$ cat config.mk
export PLATFORM = sky130hd
export DESIGN_NAME = area_classifier_n
export DESIGN_NICKNAME = d
export VERILOG_FILES = /design/src/rtl/area_classifier_n.sv
export SDC_FILE = /design/constraint.sdc
export NUM_CORES = 1
export LEC_CHECK = 0
export CAP_MARGIN = 15
export CORE_AREA = 2 2 61 63
export DETAILED_ROUTE_END_ITERATION = 6
export DIE_AREA = 0 0 63 65
export GPL_ROUTABILITY_DRIVEN = 0
export HOLD_SLACK_MARGIN = 0.02
export PLACE_DENSITY = 0.72
export RECOVER_POWER = 100
export SLEW_MARGIN = 25
export SYNTH_ARGS = -nofsm -noshare
export SYNTH_HDL_FRONTEND = slang
export SYNTH_SLANG_ARGS = --single-unit
$ cat constraint.sdc
create_clock -name clock -period 1.35 [get_ports clock]
set_input_delay 0.405 -clock clock [delete_from_list [all_inputs] [get_ports clock]]
set_output_delay 0.405 -clock clock [all_outputs]
set_load 0.005 [all_outputs]
$ cat src/rtl/area_classifier_n.sv
// rtl/area_classifier_n.sv - dual-ADC point classifier (square/diamond) with dav_/rfd delivery and saturating hit count
module area_classifier_n #(
  parameter int N    = 8,
  parameter int SIDE = 48,
  parameter int RAD  = 64,
  parameter int CW   = 8
) (
  input  logic          clock,
  input  logic          reset_,
  output logic          soc_x,
  input  logic          eoc_x,
  input  logic [N-1:0]  x,
  output logic          soc_y,
  input  logic          eoc_y,
  input  logic [N-1:0]  y,
  input  logic [1:0]    mode,
  output logic          dav_,
  input  logic          rfd,
  output logic          z,
  output logic [CW-1:0] hits
);

  typedef enum logic [1:0] {S0, S1, S2, S3} state_t;

  localparam logic [N-1:0] SIDE_U = N'(SIDE);
  localparam logic [N:0]   RAD_U  = (N+1)'(RAD);

  state_t        r_state;
  state_t        w_next;
  logic          r_soc;
  logic          r_dav_n;
  logic          r_z;
  logic [1:0]    r_mode;
  logic [CW-1:0] r_hits;

  logic [N-1:0]  w_ax;
  logic [N-1:0]  w_ay;
  logic [N:0]    w_sum;
  logic          w_in_sq;
  logic          w_in_dm;
  logic          w_f;

  // Unsigned magnitude: the most negative code maps to 2^(N-1) exactly.
  assign w_ax    = x[N-1] ? (-x) : x;
  assign w_ay    = y[N-1] ? (-y) : y;
  assign w_sum   = {1'b0, w_ax} + {1'b0, w_ay};
  assign w_in_sq = (w_ax <= SIDE_U) && (w_ay <= SIDE_U);
  assign w_in_dm = (w_sum <= RAD_U);

  always_comb begin
    w_f = 1'b0;
    case (r_mode)
      2'b00:   w_f = w_in_sq;
      2'b01:   w_f = w_in_dm;
      2'b10:   w_f = w_in_sq ^ w_in_dm;
      default: w_f = w_in_sq & w_in_dm;
    endcase
  end

  // S0 waits for r_soc so the first cycle after reset still raises soc.
  always_comb begin
    w_next = r_state;
    case (r_state)
      S0: if (r_soc && !eoc_x && !eoc_y) w_next = S1;
      S1: if (eoc_x && eoc_y)            w_next = S2;
      S2: if (!rfd)                      w_next = S3;
      S3: if (rfd)                       w_next = S0;
      default:                           w_next = S0;
    endcase
  end

  always_ff @(posedge clock or negedge reset_) begin
    if (!reset_) begin
      r_state <= S0;
      r_soc   <= 1'b0;
      r_dav_n <= 1'b1;
      r_z     <= 1'b0;
      r_mode  <= 2'b00;
      r_hits  <= '0;
    end else begin
      r_state <= w_next;
      r_soc   <= (w_next == S0);
      r_dav_n <= (w_next != S2);
      if (r_state == S0 && w_next == S1)
        r_mode <= mode;
      if (r_state == S1 && w_next == S2)
        r_z <= w_f;
      if (r_state == S2 && w_next == S3 && r_z && (r_hits != {CW{1'b1}}))
        r_hits <= r_hits + 1'b1;
    end
  end

  assign soc_x = r_soc;
  assign soc_y = r_soc;
  assign dav_  = r_dav_n;
  assign z     = r_z;
  assign hits  = r_hits;

endmodule

### Word level (Yosys, flattened, before mapping)

Cells that the tools add are included.
Widths: inputs -> output; s select.

| cells by class | value |
|---|---|
| muxes and demuxes | 8 |
| bitwise operators | 2 |
| order comparisons | 3 |
| reductions and logical operators | 14 |
| equal/unequal tests | 10 |
| add/sub/neg operators | 4 |

Operators by type and width:

| kind | number |
|---|---|
| $le 8x6->1 const B | 2 |
| $mux 8 | 2 |
| $neg 8->8 | 2 |
| $eq 2x2->1 const B | 5 |
| $add 8x8->9 | 1 |
| $le 9x7->1 const B | 1 |
| $logic_and 1x1->1 | 9 |
| $add 8x1->8 const B | 1 |
| $mux 2 | 4 |
| $ne 8x8->1 const B | 1 |
| $pmux 2 s4 | 1 |
| $eq 2x1->1 const B | 3 |
| $logic_not 2->1 | 3 |
| $pmux 1 s3 | 1 |
| $logic_not 1->1 | 2 |
| $ne 2x2->1 const B | 1 |
| $and 1x1->1 | 1 |
| $xor 1x1->1 | 1 |

| word-level totals | value |
|---|---|
| output and inout bits | 12 |
| register bits | 15 |

### Depth between registers and ports, before layout

Gate-level depths: netlist (run 1).

| depth | value |
|---|---|
| depth after elaboration | 9 |
| depth in mapped cells | 21 |
| mapped depth without buffers | 21 |

### Worst setup path after synthesis (run 1)

OpenSTA, ideal clock, no wires.

| path | value |
|---|---|
| kind | input -> register |
| start | input x[1] |
| end | register r_z (netlist: z) |
| stages on the path | 21 |
| buffers on the path | 0 |
| arrival | 3.705 ns |
| path slack | -2.480 ns |
| cell sequence | inv_1 > ha_1 > or3b_2 > nor3_1 > nand2b_1 > xnor2_1 > ha_1 > or2_2 > nor4_1 > o211ai_1 > mux2i_1 > o211ai_1 > o21ai_1 > o31a_1 > ha_1 > mux2_2 > nand2_1 > nand2_1 > a21o_1 > o21ai_0 > o21ai_1 |

| on the way | value |
|---|---|
| word-level cells in the longest chain between the ends | 6 |

RTL lines:

| what | line | RTL |
|---|---|---|
| from (decl) | 12 | `input logic [N-1:0] x,` |
| $neg 8->8 | 44 | `assign w_ax = x[N-1] ? (-x) : x;` |
| $mux 8 * | 44 |  |
| $add 8x8->9 or $le 8x6->1 (tied branches) | 46, 47 |  |
| $le 9x7->1 or $logic_and 1x1->1 (tied branches) | 48, 47 |  |
| $and 1x1->1 or $xor 1x1->1 (tied branches) | 56, 55 |  |
| $pmux 1 s3 * | 52 | `case (r_mode)` |
| to (signal assigned) | 87 | `r_z <= w_f;` |
| to (decl) | 32 | `logic r_z;` |

Mark *: on every way between the ends. The rest lies on a longest branch, timed or not.
A chain may end at the register's enable or synchronous reset.

### Worst setup path in the final report (run 1)

| path | value |
|---|---|
| start | input y[5] |
| end | register r_z (netlist: z) |

| on the way | value |
|---|---|
| word-level cells in the longest chain between the ends | 6 |

RTL lines:

| what | line | RTL |
|---|---|---|
| from (decl) | 15 | `input logic [N-1:0] y,` |
| $neg 8->8 | 45 | `assign w_ay = y[N-1] ? (-y) : y;` |
| $mux 8 * | 45 |  |
| $add 8x8->9 or $le 8x6->1 (tied branches) | 46, 47 |  |
| $le 9x7->1 or $logic_and 1x1->1 (tied branches) | 48, 47 |  |
| $and 1x1->1 or $xor 1x1->1 (tied branches) | 56, 55 |  |
| $pmux 1 s3 * | 52 |  |

Marks and branches as above.

==> results.yml, run 1 <==
critical_path:
  critical_path.endpoint_type: "flop"
  worst-endpoint-required_ns: 1.52
  worstReg2RegStart: "hits[3]"
  crit_arrival_ns: 4.09
  cp-startpoint: "y[5]"
  timing.rr.end: "hits[7]"
  ff2ff_setup_slack_ns: -0.24
  cp_max_fo: 2
  worst_setup_path_endpoint: "z"
  critPathLaunchType: "input pin"
  critPathKind: "in2reg"
  r2r_cells: 7
cells_and_area:
  nets: 334
  final-seq-area_um2: 377
  stdcell_count: 344
  nFillCells: 190
  leading_cell_type_in_the_layout_fill_and_taps_excluded: "sky130_fd_sc_hd__buf_4"
  area.growth.synth_to_final_pct: 89.6
  proportion_of_layout_cells_with_a_drive_suffix_above_1_pct: 51.0
  layout.cells.most_common_list: "sky130_fd_sc_hd__buf_4, sky130_fd_sc_hd__dfrtp_1, sky130_fd_sc_hd__buf_6, sky130_fd_sc_hd__xnor2_1"
  multi_input_area_mm2: 0.00135
  insertedDiodeCount: 0
sta:
  timing.final.crit_share_pct: 290
  finalHoldViolCount: 0
  setup_slack_ns: -2.57
  setup_viol: 11
  timing_worst_slew_pin_value_ns: 0.649
  final.setup_skew_ns: 0.00475
  fmax_mhz: 255
  final-max-slew-violation-count: 0
  unrepaired_setup_endpoints_after_global_routing: "yes"
  max-slew-margin-rel_pct: 55.6
  period_needed_ns: 3.92
pwr:
  irDropWorstVdd_v: 0.000870
  p_per_area_mw_per_mm2: 1070
  leakage_nw: 1.39
  overall_power_consumption_mw: 3.11
hold_path:
  worst_hold_path_type: "in2async"
die:
  placement_rows: 22
  die_height_um: 65
  initial_utilization_pct: 43.9
  design.core.area_mm2: 0.00350
  io-pin-count: 35
  floorplan.die.width_um: 63
  die_area_mm2: 0.00410
place:
  hpwl_reported_at_the_end_of_detailed_placement_mm: 3.61
  port_buffers: 34
  placed_cells: 314
global_route:
  grt_start_max_net_pins: 12
  grt_pass1_vias: 2078
  wire_length_of_the_first_global_routing_pass_mm: 9.74
  antenna_violations_before_repair: 0
  total_congestion_overflow: 0
  globalRouteTotalUtil_pct: 30.6
route:
  drt_iter0_markers: 117
  number_of_vias_after_detailed_routing: 2007
  post_drt_via_cell_ratio: 5.83
  detail_route.wirelength_mm: 6.82
  drcViolationCount: 0
  dr.pass1.iters: 4
  routed_length_per_placed_instance_um: 19.8
  drt.antenna.violating_nets: 0
clocking:
  cts_max_level: 1
  root_buffer_master: "sky130_fd_sc_hd__clkbuf_4"
  cts_num_sinks: 15
  cts_tree: "done"
  clk_path_buf_depth: 2
  ctsHoldBuffers: 0
  insertion_delay_ns: 0.29
  cts_made_buffers: 3
  clkTransAtPathRegs_ns: 0.10
logic_synthesis:
  synth-edff-count: 0
  syn-num-nets: 212
  synthDominantAreaCellType: "sky130_fd_sc_hd__dfrtp_1"
  synth.top_cell.area_share_pct: 22.8
  synth_cell_type_count: 56
  synth.ff_latch_count: 15
  ys.warnings.count: 0
  average_cell_area_after_synthesis_um2: 8.77
  synthTopCellsByArea: "sky130_fd_sc_hd__dfrtp_1, sky130_fd_sc_hd__ha_1, sky130_fd_sc_hd__xnor2_1, sky130_fd_sc_hd__xor2_1, sky130_fd_sc_hd__nand2_1"
  seq_area_frac_synth_pct: 24.6
  async_flop_share_pct: 100
  synthesis.instances: 175
  postSynth.topFlopCell: "sky130_fd_sc_hd__dfrtp_1"
  netlist_area_mm2: 0.00153
status:
  run_status: "complete, but fails checks"
  failed_checks: "setup timing"
flow_run:
  max_cap_violations: 0
[timing repair]
action                                  4_1_cts  5_1_grt
pin swaps                                    22        1
endpoints found under the setup margin       25       24
gates resized for setup                     104       25
setup buffers                                26        3
[cell type report]
class                           instances  area share [%]
Multi-Input combinational cell        144            46.4
Timing Repair Buffer                  121            35.8
Sequential cell                        15            13.0
Tap cell                               48            2.07
Inverter                               12            1.89
Clock buffer                            3           0.775
Clock inverter                          1           0.172
[cell families (layout without fill, tap and decap cells)]
group           after synthesis  after routing  share of synthesized area (%)
mux                           7              7                           4.89
flops                        15             15                           24.6
compound gates               41             41                           19.1
buf+inv                      16            137                           4.32
fa+ha+maj                    14             14                           11.9
simple gates                 61             61                           22.3
xor+xnor                     21             21                           13.0
[flip-flops by register name, summed over array words and instances, names as in the netlist]
register  count
hits          8
r_state       2
dav_          1
soc_x         1
z             1
r_mode        2
[report_power, final]
part	switching, mW	internal, mW
Clock	0.161	0.110
Sequential	0.130	0.604
Combinational	0.951	1.15
[cell usage after synthesis (2+ instances only)]
master,instances
sky130_fd_sc_hd__ha_1,13
sky130_fd_sc_hd__nor3_1,3
sky130_fd_sc_hd__xor2_2,2
sky130_fd_sc_hd__nand2_1,13
sky130_fd_sc_hd__nor4b_1,2
sky130_fd_sc_hd__a21o_1,6
sky130_fd_sc_hd__dfrtp_1,14
sky130_fd_sc_hd__o21ai_0,7
sky130_fd_sc_hd__o31ai_1,2
sky130_fd_sc_hd__nor4_1,4
sky130_fd_sc_hd__mux2_2,4
sky130_fd_sc_hd__nor2b_1,3
sky130_fd_sc_hd__nor2_1,9
sky130_fd_sc_hd__nand3_1,6
sky130_fd_sc_hd__and3_1,3
sky130_fd_sc_hd__a211oi_1,2
sky130_fd_sc_hd__o21ai_1,2
sky130_fd_sc_hd__a31oi_1,3
sky130_fd_sc_hd__o211ai_1,3
sky130_fd_sc_hd__a21oi_1,3
sky130_fd_sc_hd__xor2_1,7
sky130_fd_sc_hd__mux2i_1,3
sky130_fd_sc_hd__nand2b_1,4
sky130_fd_sc_hd__inv_1,12
sky130_fd_sc_hd__xnor2_1,12
sky130_fd_sc_hd__nor3b_1,2
sky130_fd_sc_hd__nand4_1,2
[critical path: stages]
cell and delay [ns]:
sky130_fd_sc_hd__clkdlybuf4s50_1 0.49, sky130_fd_sc_hd__nor4_4 0.28, sky130_fd_sc_hd__a21boi_1 0.11, sky130_fd_sc_hd__xor2_1 0.21, sky130_fd_sc_hd__ha_2 0.21, sky130_fd_sc_hd__or2_4 0.26
sky130_fd_sc_hd__nor4_4 0.27, sky130_fd_sc_hd__o211ai_1 0.17, sky130_fd_sc_hd__mux2i_1 0.26, sky130_fd_sc_hd__nand2_1 0.13, sky130_fd_sc_hd__o21ai_1 0.16, sky130_fd_sc_hd__o31a_1 0.14
sky130_fd_sc_hd__ha_1 0.23, sky130_fd_sc_hd__mux2_4 0.28, sky130_fd_sc_hd__nand2_2 0.07, sky130_fd_sc_hd__nand2_2 0.06, sky130_fd_sc_hd__a21o_1 0.16, sky130_fd_sc_hd__o21ai_1 0.10
sky130_fd_sc_hd__o21ai_1 0.11
[per-layer routing]
layer | vias up | global-route usage, % | share of wire (%)
met5 | - | 0 | 0
met4 | 0 | 12.5 | 5.8
met3 | 43 | 3.65 | 4.1
met2 | 83 | 60.5 | 53
met1 | 993 | 32.4 | 37
li1 | 888 | - | -
[stage by stage]
step | util (%) | TNS (ns) | hold WS (ns) | setup slack [ns] | cell area (um^2)
after floorplan | - | -2.66 | 0.109 | -2.23 | 1600
after global placement | 69.8 | -8.87 | 0.517 | -2.86 | 2440
after detailed placement | 69.8 | -9.31 | 0.517 | -3.13 | 2440
after CTS | 81.0 | -3.25 | 0.329 | -2.23 | 2830
after global routing | 83.2 | -5.08 | 0.401 | -2.69 | 2910
final | 83.2 | -4.24 | 0.402 | -2.57 | 2910
[how the worst min path moves through the flow]
stage	from	end	slack, ns
floorplan	reset_	hits[0]	0.11
global placement	hits[0]	hits[0]	0.52
detailed placement	hits[0]	hits[0]	0.52
CTS	reset_	hits[7]	0.33
global route	reset_	hits[7]	0.40
finish	reset_	hits[6]	0.40
Power figures use the tool's default switching activity.
==> run 2: changes to the inputs <==
--- a/config.mk
+++ b/config.mk
@@ -11,7 +11,7 @@
 export DIE_AREA = 0 0 63 65
 export GPL_ROUTABILITY_DRIVEN = 0
 export HOLD_SLACK_MARGIN = 0.02
-export PLACE_DENSITY = 0.72
+export PLACE_DENSITY_LB_ADDON = 0.15
 export RECOVER_POWER = 100
 export SLEW_MARGIN = 25
 export SYNTH_ARGS = -nofsm -noshare
==> run 2 against run 1 <==
The flow still finishes with violations (setup timing). Maximum frequency is 5.3% higher. Combinational power is 5% higher. Sequential power is 1% lower. Via count is 4.1% lower. Wire length is 13% lower. Largest power group unchanged.
==> results.yml, run 2 (synthesis results as in run 1) <==
critical_path:
  cpLargestDelayFamily: "simple AND/OR/NAND/NOR gates"
  critPathLaunchType: "input pin"
  worst-endpoint-required_ns: 1.53
  crit_arrival_ns: 3.90
  cp_max_fo: 4
  path_buf_inv: 4
  critical_path.endpoint_type: "flop"
  slowest_stage: "sky130_fd_sc_hd__or4_1"
  cpPeakStageDelay_ns: 0.58
  cp_cell_sequence: "buf_6 -> buf_4 -> or4_1 -> o21ai_1 -> xnor2_1 -> ha_1 -> a21oi_2 -> buf_4 -> buf_4 -> nor4b_1 -> o31a_1 -> ha_1 -> mux2_4 -> nand2_2 -> nand2_2 -> a21o_1 -> o21ai_2 -> o21ai_1"
  critPathKind: "in2reg"
  critPathMostFrequentCell: "sky130_fd_sc_hd__buf_4"
die:
  die_area_mm2: 0.00410
  design.core.area_mm2: 0.00350
  placement_rows: 22
  floorplan.die.width_um: 63
  initial_utilization_pct: 43.9
  die_height_um: 65
  io-pin-count: 35
clocking:
  cts_num_sinks: 15
  root_buffer_master: "sky130_fd_sc_hd__clkbuf_4"
  insertion_delay_ns: 0.29
  clk_path_buf_depth: 2
  cts_made_buffers: 3
  clkTransAtPathRegs_ns: 0.09
  ctsHoldBuffers: 0
  cts_max_level: 1
  cts_tree: "done"
pwr:
  irDropWorstVdd_v: 0.00107
  power.clock.fraction_pct: 8.2
  internal_dissipation_mw: 1.97
  leakage_nw: 1.41
  p_sw_share_pct: 38.4
  p_sw_mw: 1.23
  p_per_area_mw_per_mm2: 1080
  combinational_cell_fraction_of_total_power_pct: 69.0
  power.share.sequential_pct: 22.7
global_route:
  antenna_violations_before_repair: 0
  globalRouteTotalUtil_pct: 30.4
  grt_util_met2_pct: 57.3
  total_congestion_overflow: 0
  grt_util_met3_pct: 3.99
  grt_busiest_layer: "met2"
  use_met1_pct: 35.2
  grt_start_max_net_pins: 16
  wire_length_of_the_first_global_routing_pass_mm: 9.64
  grt_pass1_vias: 2043
place:
  place_area_mm2: 0.00243
  hpwl_reported_at_the_end_of_detailed_placement_mm: 3.49
  port_buffers: 34
  dp_worst_setup_slack_ns: -3.11
sta:
  final_tns_setup_ns: -4.23
  setup_slack_ns: -2.37
  period_needed_ns: 3.72
  final.hold.worst_slack_ns: 0.566
  unrepaired_setup_endpoints_after_global_routing: "yes"
  timing.final.crit_share_pct: 276
  finalHoldViolCount: 0
  setup_viol: 15
  final-max-slew-violation-count: 0
  max-slew-margin-rel_pct: 70.6
  timing_worst_slew_pin_value_ns: 0.435
  final.setup_skew_ns: 0.000797
  fmax_mhz: 269
flow_run:
  max_cap_violations: 0
cells_and_area:
  area.growth.synth_to_final_pct: 92.7
  proportion_of_layout_cells_with_a_drive_suffix_above_1_pct: 53.6
  largest_register_ff_count: 8
  insertedDiodeCount: 0
  nFillCells: 189
  leading_cell_type_in_the_layout_fill_and_taps_excluded: "sky130_fd_sc_hd__buf_4"
  finalInstanceArea_mm2: 0.00296
  nets: 342
  layout.cells.most_common_list: "sky130_fd_sc_hd__buf_4, sky130_fd_sc_hd__buf_6, sky130_fd_sc_hd__dfrtp_1, sky130_fd_sc_hd__xnor2_1"
status:
  failed_checks: "setup timing"
  run_status: "complete, but fails checks"
route:
  routed_length_per_placed_instance_um: 16.9
  number_of_vias_after_detailed_routing: 1924
  drcViolationCount: 0
  detail_route.wirelength_mm: 5.95
  post_drt_via_cell_ratio: 5.47
  dr.pass1.iters: 4
  drt_iter0_markers: 103
  drt.antenna.violating_nets: 0
hold_path:
  worst_hold_path_type: "in2async"
==> run 2: area by class of cell <==
| class | instances | area (um^2) | share of cell area [%] |
|---|---|---|---|
| clock buffer | 3 | 22.5 | 0.762 |
| clock inverter | 1 | 5.00 | 0.169 |
| inverter | 12 | 50.0 | 1.69 |
| multi-input combinational | 144 | 1360 | 46.1 |
| sequential | 15 | 377 | 12.7 |
| tap | 48 | 60.1 | 2.03 |
| timing repair buffer | 129 | 1080 | 36.5 |
==> run 2: power groups by stage <==
stage	Sequential (mW)	Combinational [mW]	Clock [mW]
2_1_floorplan	0.755	0.722	0
3_3_place_gp	0.715	1.53	0
3_5_place_dp	0.729	1.59	0
4_1_cts	0.698	2.00	0.281
5_1_grt	0.737	2.35	0.289
6_report	0.727	2.21	0.263
==> run 2: through the flow <==
step | power, mW | utilization [%] | instances
2_1_floorplan | 1.48 | - | 175
6_report | 3.20 | 84.6 | 352
4_1_cts | 2.98 | 82.7 | 348
3_3_place_gp | 2.24 | 69.5 | 313
3_5_place_dp | 2.32 | 69.5 | 313
5_1_grt | 3.37 | 84.6 | 352
==> run 2: routing by layer <==
metal,up-vias,part of all wire [%],routed length [um]
met2,62,53,3140
met5,-,0,0
li1,904,-,-
met3,20,3.1,185
met4,0,2.7,158
met1,938,42,2470
==> run 2: path summary, 6_finish.rpt <==
path | startpoint | end | slack [ns] | cells past startpoint
min | reset_ | r_state[1] | 0.57 | 2
min reg2reg | r_mode[1] | r_mode[1] | 0.62 | 1
min in group clock | rfd | r_state[0] | 0.59 | 2
max reg2reg | hits[2] | hits[1] | -0.21 | 5
max in group asynchronous | reset_ | dav_ | 0.47 | 2
max | x[1] | z | -2.37 | 18
==> run 2: timing repair <==
| action | 4_1_cts | 5_1_grt |
|---|---|---|
| hold endpoints to repair | 0 | 0 |
| resized for setup | 115 | 14 |
| endpoints found under the setup margin | 23 | 19 |
| pin swaps | 26 | 8 |
| setup buffers | 32 | 6 |
==> run 3: changes to the inputs <==
--- a/config.mk
+++ b/config.mk
@@ -13,6 +13,7 @@
 export HOLD_SLACK_MARGIN = 0.02
 export PLACE_DENSITY_LB_ADDON = 0.15
 export RECOVER_POWER = 100
+export SETUP_SLACK_MARGIN = 0.15
 export SLEW_MARGIN = 25
 export SYNTH_ARGS = -nofsm -noshare
 export SYNTH_HDL_FRONTEND = slang
==> run 3 against run 2 <==
The flow still finishes with violations (setup timing). Maximum frequency shrank 0.96%. Non-clock buffer count is 3 higher. Cell count increased by 0.85%. Critical path depth is 2 higher. Power increased by 5.1%. Core utilization increased by 1.7 points. Wire length up 16%. First-iteration DRC count grew 12%. Count of clock-buffer cells in the layout is the same. Critical endpoint unchanged.
==> results.yml, run 3 (synthesis results as in run 1) <==
sta:
  final-max-slew-violation-count: 0
  finalHoldViolCount: 0
  period_needed_ns: 3.76
  max-slew-margin-rel_pct: 69.9
  timing_worst_slew_pin_value_ns: 0.448
  final.setup_skew_ns: 0.0113
  final.hold.worst_slack_ns: 0.529
  unrepaired_setup_endpoints_after_global_routing: "yes"
  timing.final.crit_share_pct: 278
  final_tns_setup_ns: -5.36
  setup_slack_ns: -2.41
  fmax_mhz: 266
  setup_viol: 15
die:
  die_area_mm2: 0.00410
  initial_utilization_pct: 43.9
  die_height_um: 65
  placement_rows: 22
  io-pin-count: 35
  floorplan.die.width_um: 63
  design.core.area_mm2: 0.00350
clocking:
  clk_path_buf_depth: 2
  cts_num_sinks: 15
  cts_made_buffers: 3
  insertion_delay_ns: 0.31
  clkTransAtPathRegs_ns: 0.11
  root_buffer_master: "sky130_fd_sc_hd__clkbuf_4"
  cts_tree: "done"
  ctsHoldBuffers: 0
  cts_max_level: 1
cells_and_area:
  insertedDiodeCount: 0
  largest_register_ff_count: 8
  finalInstanceArea_mm2: 0.00302
  proportion_of_layout_cells_with_a_drive_suffix_above_1_pct: 57.0
  leading_cell_type_in_the_layout_fill_and_taps_excluded: "sky130_fd_sc_hd__buf_4"
  layout.cells.most_common_list: "sky130_fd_sc_hd__buf_4, sky130_fd_sc_hd__buf_6, sky130_fd_sc_hd__dfrtp_1, sky130_fd_sc_hd__ha_1"
  area.growth.synth_to_final_pct: 96.7
  finish.utilization_pct: 86.3
  nets: 345
  stdcell_count: 355
route:
  drt_iter0_markers: 115
  drt.antenna.violating_nets: 0
  drcViolationCount: 0
  dr.pass1.iters: 4
  post_drt_via_cell_ratio: 5.72
  number_of_vias_after_detailed_routing: 2032
  detail_route.wirelength_mm: 6.92
  routed_length_per_placed_instance_um: 19.5
place:
  hpwl_reported_at_the_end_of_detailed_placement_mm: 3.49
  dp_worst_setup_slack_ns: -3.11
  placed_cells: 313
  port_buffers: 34
  place_area_mm2: 0.00243
global_route:
  wire_length_of_the_first_global_routing_pass_mm: 9.75
  globalRouteTotalUtil_pct: 30.6
  total_congestion_overflow: 0
  grt_start_max_net_pins: 16
  antenna_violations_before_repair: 0
  grt_pass1_vias: 2063
pwr:
  p_per_area_mw_per_mm2: 1110
  overall_power_consumption_mw: 3.36
  irDropWorstVdd_v: 0.00104
  leakage_nw: 1.43
critical_path:
  worst-endpoint-required_ns: 1.56
  critPathKind: "in2reg"
  cp-startpoint: "y[0]"
  critPathLaunchType: "input pin"
  crit_arrival_ns: 3.96
  worstReg2RegStart: "hits[2]"
  cp_max_fo: 5
  critical_path.endpoint_type: "flop"
status:
  run_status: "complete, but fails checks"
  failed_checks: "setup timing"
hold_path:
  worst_hold_path_type: "in2reg"
  worst_min_delay_path_startpoint: "rfd"
flow_run:
  max_cap_violations: 0
run 3: power breakdown:
part	internal, mW	leakage [nW]	switching (mW)
Combinational	1.31	1.24	1.02
Clock	0.111	0.0177	0.184
Sequential	0.604	0.180	0.134
Total	2.02	1.43	1.34
run 3: worst max-delay path: stages:
cell,delay [ns]
sky130_fd_sc_hd__clkdlybuf4s15_2,0.24
sky130_fd_sc_hd__inv_1,0.13
sky130_fd_sc_hd__ha_4,0.17
sky130_fd_sc_hd__inv_1,0.07
sky130_fd_sc_hd__o31ai_2,0.28
sky130_fd_sc_hd__xnor2_1,0.21
sky130_fd_sc_hd__ha_1,0.32
sky130_fd_sc_hd__buf_4,0.16
sky130_fd_sc_hd__a21o_1,0.17
sky130_fd_sc_hd__a21o_1,0.18
sky130_fd_sc_hd__a32oi_1,0.19
sky130_fd_sc_hd__mux2i_1,0.30
sky130_fd_sc_hd__o31a_1,0.18
sky130_fd_sc_hd__ha_1,0.22
sky130_fd_sc_hd__mux2_4,0.28
sky130_fd_sc_hd__nand2_2,0.07
sky130_fd_sc_hd__nand2_2,0.06
sky130_fd_sc_hd__a21o_1,0.17
sky130_fd_sc_hd__o21ai_2,0.06
sky130_fd_sc_hd__o21ai_1,0.09
run 3: worst paths after layout:
| path | end | slack (ns) | depth (start not counted) |
|---|---|---|---|
| max in group asynchronous | dav_ | 0.48 | 2 |
| min reg2reg | r_mode[1] | 0.63 | 1 |
| min in group asynchronous | r_state[0] | 0.56 | 2 |
| max reg2reg | hits[5] | -0.36 | 7 |
| max | z | -2.41 | 20 |
| min | r_state[0] | 0.53 | 2 |
run 3: area by class of cell:
| type | instances | area [um^2] |
|---|---|---|
| repair buffers | 132 | 1100 |
| multi-input cells | 144 | 1400 |
| clock buffers | 3 | 22.5 |
| inverters | 12 | 52.6 |
| clock inverters | 1 | 5.00 |
| flip-flops and latches | 15 | 377 |
| well taps | 48 | 60.1 |
| fillers | 172 | 479 |
run 3: per-layer routing:
layer | up-vias | GRT usage, % | wire (um)
met3 | 46 | 5.73 | 381
met4 | 0 | 11.4 | 341
met2 | 98 | 58.5 | 3660
li1 | 910 | - | -
met1 | 978 | 33.2 | 2540
met5 | - | 0 | 0
run 3: what timing repair did:
| action | CTS | global route |
|---|---|---|
| setup buffers | 32 | 6 |
| gates resized for setup | 134 | 22 |
| pin swaps | 28 | 11 |
| setup endpoints to repair | 26 | 27 |
